[config.mk]
export PLATFORM = sky130hd
export DESIGN_NAME = uart_rx_fifo_writer
export DESIGN_NICKNAME = d
export VERILOG_FILES = /design/src/rtl/uart_rx_fifo_writer.sv
export SDC_FILE = /design/constraint.sdc
export NUM_CORES = 1
export LEC_CHECK = 0
export ABC_AREA = 1
export CORE_MARGIN = 8
export CORE_UTILIZATION = 29
export CTS_CLUSTER_SIZE = 8
export DETAILED_ROUTE_END_ITERATION = 10
export PLACE_DENSITY_LB_ADDON = 0.25
export SLEW_MARGIN = 20
export SYNTH_ARGS = -nofsm -noshare
export SYNTH_HDL_FRONTEND = slang
export SYNTH_SLANG_ARGS = --single-unit
[constraint.sdc]
create_clock -name clock -period 1.7 [get_ports clock]
set_input_delay 0.17 -clock clock [delete_from_list [all_inputs] [get_ports clock]]
set_output_delay 0.17 -clock clock [all_outputs]
set_load 0.02 [all_outputs]
[src/rtl/uart_rx_fifo_writer.sv]
// UART receiver (8N1/8E1/8O1, oversampled) that writes one 10-bit word per frame
// into a receive FIFO: {parity_err, frame_err, data[7:0]}, with sticky overrun.
module uart_rx_fifo_writer #(
    parameter int unsigned OVERSAMPLE  = 16,
    parameter int unsigned SYNC_STAGES = 2
) (
    input  logic       clock,
    input  logic       aclr,
    input  logic       baud_tick16,
    input  logic       rxd,
    input  logic       parity_en,
    input  logic       parity_odd,
    output logic [9:0] fifo_data,
    output logic       fifo_wrreq,
    input  logic       fifo_full,
    output logic       overrun,
    input  logic       clr_overrun,
    output logic       busy
);

    localparam int unsigned CntW = $clog2(OVERSAMPLE);

    typedef enum logic [2:0] {
        StIdle,
        StStart,
        StData,
        StParity,
        StStop,
        StBrkWait
    } state_e;

    state_e                  state_q, state_d;
    logic [SYNC_STAGES-1:0]  sync_q;
    logic                    rxs;
    logic                    rxs_prev_q;
    logic [CntW-1:0]         cnt_q, cnt_d;
    logic [2:0]              bit_q, bit_d;
    logic [7:0]              shreg_q, shreg_d;
    logic                    par_en_q, par_en_d;
    logic                    par_odd_q, par_odd_d;
    logic                    par_err_q, par_err_d;
    logic [9:0]              data_q, data_d;
    logic                    wrreq_q, wrreq_d;
    logic                    overrun_q, overrun_d;
    logic                    set_ovr;
    logic                    tick_mid;
    logic                    tick_last;

    assign rxs       = sync_q[SYNC_STAGES-1];
    assign tick_mid  = (cnt_q == CntW'(OVERSAMPLE / 2 - 1));
    assign tick_last = (cnt_q == CntW'(OVERSAMPLE - 1));

    always_ff @(posedge clock or posedge aclr) begin
        if (aclr) begin
            sync_q     <= '1;
            rxs_prev_q <= 1'b1;
        end else begin
            sync_q     <= {sync_q[SYNC_STAGES-2:0], rxd};
            rxs_prev_q <= rxs;
        end
    end

    always_ff @(posedge clock or posedge aclr) begin
        if (aclr) begin
            state_q   <= StIdle;
            cnt_q     <= '0;
            bit_q     <= '0;
            shreg_q   <= '0;
            par_en_q  <= 1'b0;
            par_odd_q <= 1'b0;
            par_err_q <= 1'b0;
            data_q    <= '0;
            wrreq_q   <= 1'b0;
            overrun_q <= 1'b0;
        end else begin
            state_q   <= state_d;
            cnt_q     <= cnt_d;
            bit_q     <= bit_d;
            shreg_q   <= shreg_d;
            par_en_q  <= par_en_d;
            par_odd_q <= par_odd_d;
            par_err_q <= par_err_d;
            data_q    <= data_d;
            wrreq_q   <= wrreq_d;
            overrun_q <= overrun_d;
        end
    end

    always_comb begin
        state_d   = state_q;
        cnt_d     = cnt_q;
        bit_d     = bit_q;
        shreg_d   = shreg_q;
        par_en_d  = par_en_q;
        par_odd_d = par_odd_q;
        par_err_d = par_err_q;
        data_d    = data_q;
        wrreq_d   = 1'b0;
        set_ovr   = 1'b0;

        case (state_q)
            StIdle: begin
                if (rxs_prev_q && !rxs) begin
                    cnt_d   = '0;
                    state_d = StStart;
                end
            end
            StStart: begin
                if (baud_tick16) begin
                    if (tick_mid) begin
                        if (!rxs) begin
                            cnt_d     = '0;
                            bit_d     = '0;
                            par_en_d  = parity_en;
                            par_odd_d = parity_odd;
                            par_err_d = 1'b0;
                            state_d   = StData;
                        end else begin
                            state_d = StIdle;
                        end
                    end else begin
                        cnt_d = cnt_q + 1'b1;
                    end
                end
            end
            StData: begin
                if (baud_tick16) begin
                    cnt_d = cnt_q + 1'b1;
                    if (tick_last) begin
                        shreg_d = {rxs, shreg_q[7:1]};
                        bit_d   = bit_q + 3'd1;
                        if (bit_q == 3'd7) begin
                            state_d = par_en_q ? StParity : StStop;
                        end
                    end
                end
            end
            StParity: begin
                if (baud_tick16) begin
                    cnt_d = cnt_q + 1'b1;
                    if (tick_last) begin
                        par_err_d = ((^shreg_q) ^ rxs) != par_odd_q;
                        state_d   = StStop;
                    end
                end
            end
            StStop: begin
                if (baud_tick16) begin
                    cnt_d = cnt_q + 1'b1;
                    if (tick_last) begin
                        if (!fifo_full) begin
                            wrreq_d = 1'b1;
                            data_d  = {par_err_q, ~rxs, shreg_q};
                        end else begin
                            set_ovr = 1'b1;
                        end
                        // A low stop sample is a break: park until the line recovers.
                        state_d = rxs ? StIdle : StBrkWait;
                    end
                end
            end
            StBrkWait: begin
                if (rxs) begin
                    state_d = StIdle;
                end
            end
            default: state_d = StIdle;
        endcase

        overrun_d = set_ovr | (overrun_q & ~clr_overrun);
    end

    assign fifo_data  = data_q;
    assign fifo_wrreq = wrreq_q;
    assign overrun    = overrun_q;
    assign busy       = (state_q == StStart) || (state_q == StData) ||
                        (state_q == StParity) || (state_q == StStop);

endmodule

==> metrics.md, run 1 <==
| Metric | Value |
|---|---|
| Outcome | completed |
| Clk pwr share | 0.302 |
| First-pass GRT wire length | between 6000 and 7000 µm |
| Setup TNS Final | 0 ns |
| Synth cell types | 30 |
| F_max | 626.4 MHz |
| Post-synth EDFFs | 0 |
| Final hold violation count | 0 |
| FF+latch count, synth | 36 |
| Part of the power in registers | 0.403 |
| Setup crit end kind | output pin |
| Clk sinks | 36 |
| Cell Chain, Critical Path | inv_2, nand2_2, nand2_1, nand2_2, nand2_2, clkdlybuf4s15_1 |
| Startpoint Class | register |
| Post-synthesis mux area share | 0.01229 |
| Period utilization | 0.9390 |
| Total track usage | 0.09225 |
| Register area share after synthesis | 0.4935 |
| Dominant synthesized flop cell | dfrtp_1 |
| IO buf count | 20 |
| Die height | 95.50 µm |
| Worst skew pair latency | 0.29 ns |
| Postcts setup bufs | 0 |
| Initial drt markers | 66 |
| Clk pin slew, worst setup/hold paths | 0.07 ns |
| DP HPWL | 2853 µm |
| Via-to-Cell Ratio | about 4.3 |
| Worst EP required | 1.53 ns |
| Setup-failing EPs final | 0 |
| Remaining DRCs | 0 |
| Post-Synth Adder-Cell Area | 0.02048 |
| Starting Density | 0.2937 |
| RSZ-0062 raised after global routing | no |
| Area of the die | about 0.0091 mm² |
| Crit Path Class | reg -> out |
| Final global-route overflow total | 0 |
| Share of cells above drive strength 1 | 0.1583 |
| Ports | 21 |
| Compound-cell area share of the yosys netlist | 0.1024 |
| Initial antenna violation count | 0 |
| CP dominant cell by count | nand2_2 |
| Int Pwr | 1.625 mW |
| Psw | roughly 0.84 mW |
| Gp weighted congestion | roughly 0.81 |
| CTS Buffer Depth | 2 |
| Placement Rows | 29 |
| Critical Path Max Stage Delay | 0.43 ns |
| CTS root buf | clkbuf_8 |
| Pleak | between 1 and 1.5 nW |
| Sw Ratio | 0.3408 |
| Worst-path maximum fanout | 5 |
| Relative slew slack | 0.7406 |
| Depth of the most critical reg-to-reg path | 10 |
| Worst-Margin Slew | slightly below 0.4 ns |
| Largest family of logic cells by synthesized area | simple AND/OR/NAND/NOR gates |
| Setup ws final | between 0.1 and 0.15 ns |
| Pin count of the biggest net entering global routing | 30 |
| Fin. max-slew vios | 0 |
| Fill cell count | 677 |
| Htree depth | 2 |
| Drt pass-1 iters | 4 |
| Combinational power share | 0.296 |
| Worst hold path class | in -> async |
| XOR/XNOR Fraction of Synth Area | 0.009556 |
| Avg Cell Area, Syn | 7.970 µm² |
| Total number of vias | about 1.5k |
| Clk_skew | between 0.005 and 0.006 ns |
| Final ANT Viol Nets | 0 |
| DR WL/cell | 11.30 µm |
| WL final | 3798 µm |
| Synth Instances | 230 |
| Power per cell area | approximately 1100 mW/mm² |
| # diodes | 0 |
| Floorplan Core Area | 0.006241 mm² |
| Crit path DAT | roughly 1.4 ns |
| Post-Synth Simple-Gate Area | 0.2881 |
| CP max-delay cell | dfrtp_1 |
| Post-layout min period | roughly 1.6 ns |
| CTS tree | yes |
| Final nets | around 270 |
| Hold Buf Count CTS | 0 |
| P&R area growth vs syn | 23.89% |
| TritonCTS Buffers | 5 |
| Vias in the first global route | 1427 |
| Worst Setup Slack post-DPL | roughly 0.11 ns |
| Synth Net Count | 241 |
| FF+latch area | 904.6 µm² |
| Maximum VDD drop | 0.4227 mV |
| Warnings from Yosys | 0 |
| Asr flop ratio synth | 1.000 |
| Cell area after synthesis | 0.001833 mm² |
| Area taken by multi-input logic gates | 793.3 µm² |
| Max Cap Viol | 0 |
| Chip width | approximately 96 µm |
## cell type report
class                           count  share of cell area
Timing Repair Buffer               24              0.1124
Clock buffer                        6             0.03196
Tap cell                           77             0.04242
Inverter                           30             0.05014
Multi-Input combinational cell    161              0.3493
Sequential cell                    36              0.3983
Clock inverter                      2             0.01543
## power groups by stage
stage | clock network (mW) | registers, mW | logic [mW]
floorplan | 0 | 1.00 | 0.551
global placement | 0 | 1.01 | 0.742
detailed placement | 0 | 1.01 | 0.749
CTS | 0.776 | 0.992 | 0.740
global route | 0.806 | 1.00 | 0.837
finish | 0.744 | 0.993 | 0.729
## routing by layer
layer / vias up / global-route usage / part of all wire
li1: 776 / - / -
met1: 660 / 0.1225 / 0.50
met2: 20 / 0.1369 / 0.45
met3: 4 / 0.02441 / 0.042
met4: 0 / 0.04225 / 0.010
met5: - / 0 / 0
## cell usage in the layout, fill, tap and decap left out, types with 2 or more instances in the layout
cell and count:
inv_1 22, o21ai_1 13, dfstp_2 3, nand2_2 8, o211ai_1 2, ha_1 3, inv_2 7, nor2_1 9
nand3_2 2, o21ai_0 15, o21ai_2 2, nand2_1 81, clkinv_2 2, clkdlybuf4s50_1 19, nor2_2 3, nand4_1 2
buf_4 2, clkbuf_8 5, dfrtp_1 33, buf_12 2, nand3_1 11
## worst max-delay path, delay by kind of cell, from the launching register on
family | cells | cell delay (ns)
buf+inv | 2 | 0.40
flops | 1 | 0.43
simple gates | 4 | 0.31
## final timing paths
check | endpoint | slack, ns | startpoint
setup reg to reg | state_q[2]$_DFFE_PP0P_ | 0.16 | cnt_q[0]$_DFFE_PP0P_
setup / recovery | busy | 0.10 | state_q[1]$_DFFE_PP0P_
max in group asynchronous | rxs_prev_q$_DFF_PP1_ | 0.98 | aclr
min in group clock | sync_q[0]$_DFF_PP1_ | 0.29 | rxd
hold / removal | cnt_q[2]$_DFFE_PP0P_ | 0.16 | aclr
hold reg to reg | sync_q[1]$_DFF_PP1_ | 0.36 | sync_q[0]$_DFF_PP1_
## cells in the mapped netlist (3+ instances only)
cell type	n	area share
nand2_1	81	0.17
ha_1	3	0.020
inv_1	22	0.045
o21ai_0	15	0.041
nand2_2	8	0.027
dfrtp_1	33	0.45
o21ai_1	13	0.035
nor2_1	9	0.018
dfstp_2	3	0.043
inv_2	7	0.014
nor2_2	3	0.010
nand3_1	11	0.030
## cells by family (layout without fill, tap and decap cells)
group | count (synthesis) | in the layout
AND/OR/NAND/NOR | 120 | 120
flip-flops | 36 | 36
AO/OA/AOI/OAI | 34 | 34
buffers and inverters | 33 | 62
adder cells (fa/ha/maj) | 3 | 3
XOR/XNOR | 2 | 2
multiplexers | 2 | 2
## timing repair
action	CTS	global route
cloned	0	0
resized for setup	1	1
pin swaps	0	0
setup endpoints to repair	1	1
## flip-flops by register name, indices dropped and copies added (netlist names), 2 cells and up
name / cells
sync_q: 2
cnt_q: 4
shreg_q: 8
bit_q: 3
state_q: 3
fifo_data: 10
## stage by stage
step                instance area [µm²]  total power [mW]  instances  utilization  hold slack [ns]
floorplan                          1833             1.554        230            -           0.1745
global route                       2271             2.645        336       0.3639           0.1789
finish                             2271             2.466        336       0.3639           0.1612
detailed placement                 2163             1.758        328       0.3466           0.3472
global placement                   2163             1.748        328       0.3466           0.3456
CTS                                2270             2.509        336       0.3637           0.1623
Note: power is estimated with default switching activity, not from simulation.
==> run 2, diff against run 1 <==
- ABC_AREA: 1 -> not set
- GPL_TIMING_DRIVEN: not set -> 0
==> run 2 against run 1 <==
  * The flow now finishes with violations (setup timing)
  * Wire length up 0.63%
  * Via count down 10%
  * Final cell count down 17%
  * Sequential power up 11%
  * Total power up 18%
  * Combinational power up 67%
  * Setup slack worse by 0.17 ns
  * Synthesized area down 3.6%
  * Utilization up 6.3 points
  * Sequential share of layout area down 4.0 points
  * Worst hold slack worse by 0.059 ns
  * Sequential cell count unchanged
  * Critical path type is now reg -> reg
  * Critical endpoint is now state_q[0]$_DFFE_PP0P_
==> metrics.md, run 2 <==
| Metric | Value |
|---|---|
| Pleak | 1.142 nW (+2.8%) |
| Asr flop ratio synth | 1.000 (unchanged) |
| Ports | 21 (unchanged) |
| Clk pin slew, worst setup/hold paths | 0.07 ns (about the same) |
| Clk pwr share | 0.200 (-0.102) |
| Worst skew pair latency | 0.28 ns (about the same) |
| Die height | 94.05 µm (-1.5%) |
| RSZ-0062 raised after global routing | yes |
| Final instance area | 0.002529 mm² (+11%) |
| First-pass GRT wire length | 6299 µm (-4.5%) |
| Worst-Margin Slew | 0.3992 ns (+0.01050 ns) |
| Final nets | 213 (-21%) |
| WL final | 3822 µm (+0.63%) |
| Hold Buf Count CTS | 0 (unchanged) |
| Via-to-Cell Ratio | 4.712 (+8.4%) |
| Post-synth top cells | dfrtp_1 (33), mux2_2 (21), inv_1 (12) |
| Synth cell types | 36 (+20%) |
| R2r setup slk | -0.07 ns (-0.23 ns) |
| Startpoint Class | register |
| Warnings from Yosys | 0 (unchanged) |
| Max reg flops | 10 (unchanged) |
| Combinational power share | 0.421 (+0.125) |
| DP Area | 0.002076 mm² (-4.0%) |
| Sw Ratio | 0.3522 (+0.01146) |
| Final hold violation count | 0 (unchanged) |
| Relative slew slack | 0.7339 (-0.006712) |
| Setup TNS Final | -0.7585 ns (-0.7585 ns) |
| Most frequent cell after synthesis | dfrtp_1 |
| Area share of the largest cell type after synthesis | 0.4674 (+0.01691) |
| Share of cells above drive strength 1 | 0.4039 (+0.2456) |
| Depth of the most critical reg-to-reg path | 6 (-4) |
| Initial antenna violation count | 0 (unchanged) |
| Post-synth EDFFs | 0 (unchanged) |
| Period utilization | 1.039 (+0.1002) |
| Fin. max-slew vios | 0 (unchanged) |
| Final global-route overflow total | 0 (unchanged) |
| Total track usage | 0.08922 (-0.003029) |
| Clk sinks | 36 (unchanged) |
| Final hold slack | 0.1026 ns (-0.05865 ns) |
| Post-layout min period | 1.767 ns (+0.1704 ns) |
| CP Launch Point | cnt_q[1]$_DFFE_PP0P_ |
| Htree depth | 2 (unchanged) |
| Setup-failing EPs final | 22 (+22) |
| Cell area after synthesis | 0.001767 mm² (-3.6%) |
| Total number of vias | 1310 (-10%) |
| CTS tree | yes |
| Failing checks | setup timing |
| Setup crit end kind | register |
| Register area share after synthesis | 0.5120 (+0.01852) |
| Worst EP required | 1.87 ns (+0.34 ns) |
| Reg2reg end | state_q[0]$_DFFE_PP0P_ |
| Pin count of the biggest net entering global routing | 30 (unchanged) |
| Remaining DRCs | 0 (unchanged) |
| Clk_skew | 0.005640 ns (+0.0006334 ns) |
| Int Pwr | 1.886 mW (+16%) |
| Floorplan Core Area | 0.005921 mm² (-5.1%) |
| Outcome | finished with violations |
| Avg Cell Area, Syn | 11.55 µm² (+45%) |
| Gp weighted congestion | 0.7932 (-2.0%) |
| F_max | 566.0 MHz (-9.6%) |
| Most frequent cells in the layout | dfrtp_1 (31), clkdlybuf4s50_1 (18), buf_4 (16), inv_1 (11), mux2_2 (11) |
| Part of the power in registers | 0.379 (-0.024) |
| Power per cell area | 1151 mW/mm² (+6.0%) |
| Max Cap Viol | 0 (unchanged) |
| CP endpoint | state_q[0]$_DFFE_PP0P_ |
| Setup ws final | -0.06678 ns (-0.1704 ns) |
| Synth Instances | 153 (-33%) |
| Starting Density | 0.2984 (+0.004689) |
| Area of the die | 0.008845 mm² (-3.0%) |
| CTS root buf | clkbuf_8 |
| Crit path DAT | 1.94 ns (+0.51 ns) |
| P&R area growth vs syn | 43.13% |
| TritonCTS Buffers | 5 (unchanged) |
| Initial drt markers | 87 (+32%) |
| Biggest area consumer among synthesized cells | dfrtp_1 |
| DP HPWL | 2408 µm (-16%) |
| Vias in the first global route | 1317 (-7.7%) |
| Worst-path maximum fanout | 3 (-2) |
| Top cells by area, synth | dfrtp_1 (47%), mux2_2 (13%), xnor2_1 (5.0%) |
| Drt pass-1 iters | 4 (unchanged) |
| IO buf count | 19 (-5.0%) |
| Worst hold path class | in -> async |
| DR WL/cell | 13.75 µm (+22%) |
| Worst flop-to-flop path startpoint | cnt_q[1]$_DFFE_PP0P_ |
| Psw | 1.025 mW (+22%) |
| Synth Net Count | 164 (-32%) |
| FF+latch count, synth | 36 (unchanged) |
| Crit Path Class | reg -> reg |
| # diodes | 0 (unchanged) |
| Dominant synthesized flop cell | dfrtp_1 |
| Chip width | 94.05 µm (-1.5%) |
| Commonest non-fill, non-tap cell in the layout | dfrtp_1 |
| Final ANT Viol Nets | 0 (unchanged) |
| CTS Buffer Depth | 2 (unchanged) |
| Maximum VDD drop | 0.5643 mV (+33%) |
| Placement Rows | 28 (-3.4%) |
## run 2: layout make-up
cell class | count | area (µm²)
Fill cell | 563 | 3392
Multi-Input combinational cell | 100 | 962.2
Sequential cell | 36 | 907.1
Timing Repair Buffer | 41 | 381.6
Tap cell | 75 | 93.84
Clock buffer | 7 | 76.32
Buffer | 6 | 57.56
Inverter | 12 | 45.04
Clock inverter | 1 | 5.005
## run 2: metrics by stage
stage               setup WS [ns]  power, mW  utilization  std cells
finish                   -0.06678      2.911       0.4271        278
global route              -0.1447      3.108       0.4271        278
CTS                      -0.06777      2.828       0.4110        272
detailed placement        -0.2609      1.975       0.3506        248
global placement          -0.2482      1.956       0.3472        247
floorplan                 0.01274      1.749            -        153
## run 2: critical path, stage by stage (launching register included)
cell,delay (ns)
dfrtp_1,0.42
ha_4,0.18
and3_4,0.18
buf_4,0.14
o211ai_1,0.20
o21bai_4,0.18
mux2_2,0.36
## run 2: power groups by stage
stage	sequential [mW]	combinational [mW]	clock [mW]
final	1.10	1.22	0.581
after detailed placement	1.10	0.872	0
after global routing	1.12	1.34	0.642
after CTS	1.09	1.14	0.600
after global placement	1.10	0.854	0
after floorplan	1.07	0.674	0
## run 2: cell families after synthesis
| logic type | count (synthesis) | synth area share |
|---|---|---|
| simple gates | 33 | 0.1147 |
| compound gates | 27 | 0.09774 |
| xor+xnor | 10 | 0.04957 |
| flops | 36 | 0.5120 |
| mux | 26 | 0.1622 |
| fa+ha+maj | 3 | 0.02125 |
| buf+inv | 18 | 0.04249 |
## run 2: how the worst min path moves through the flow
stage / end / startpoint / cells after the start
after floorplan: sync_q[0]$_DFF_PP1_ / rxd / 0
after global placement: sync_q[1]$_DFF_PP1_ / sync_q[0]$_DFF_PP1_ / 0
after detailed placement: sync_q[1]$_DFF_PP1_ / sync_q[0]$_DFF_PP1_ / 0
after CTS: state_q[0]$_DFFE_PP0P_ / aclr / 2
after global routing: fifo_data[9]$_DFFE_PP0P_ / aclr / 2
final: state_q[0]$_DFFE_PP0P_ / aclr / 2
## run 2: what timing repair did
item                                    4_1_cts  5_1_grt
resized for setup                            41       15
cloned                                        1        1
buffers inserted                             15        6
pin swaps                                    12       11
endpoints found under the setup margin       25       27
## run 2: per-layer routing
metal	vias to the layer above	track usage	wire length (µm)
li1	629	-	-
met1	650	0.1069	1723
met2	24	0.1464	1909
met3	7	0.02798	140
met4	0	0.03170	48
met5	-	0	0
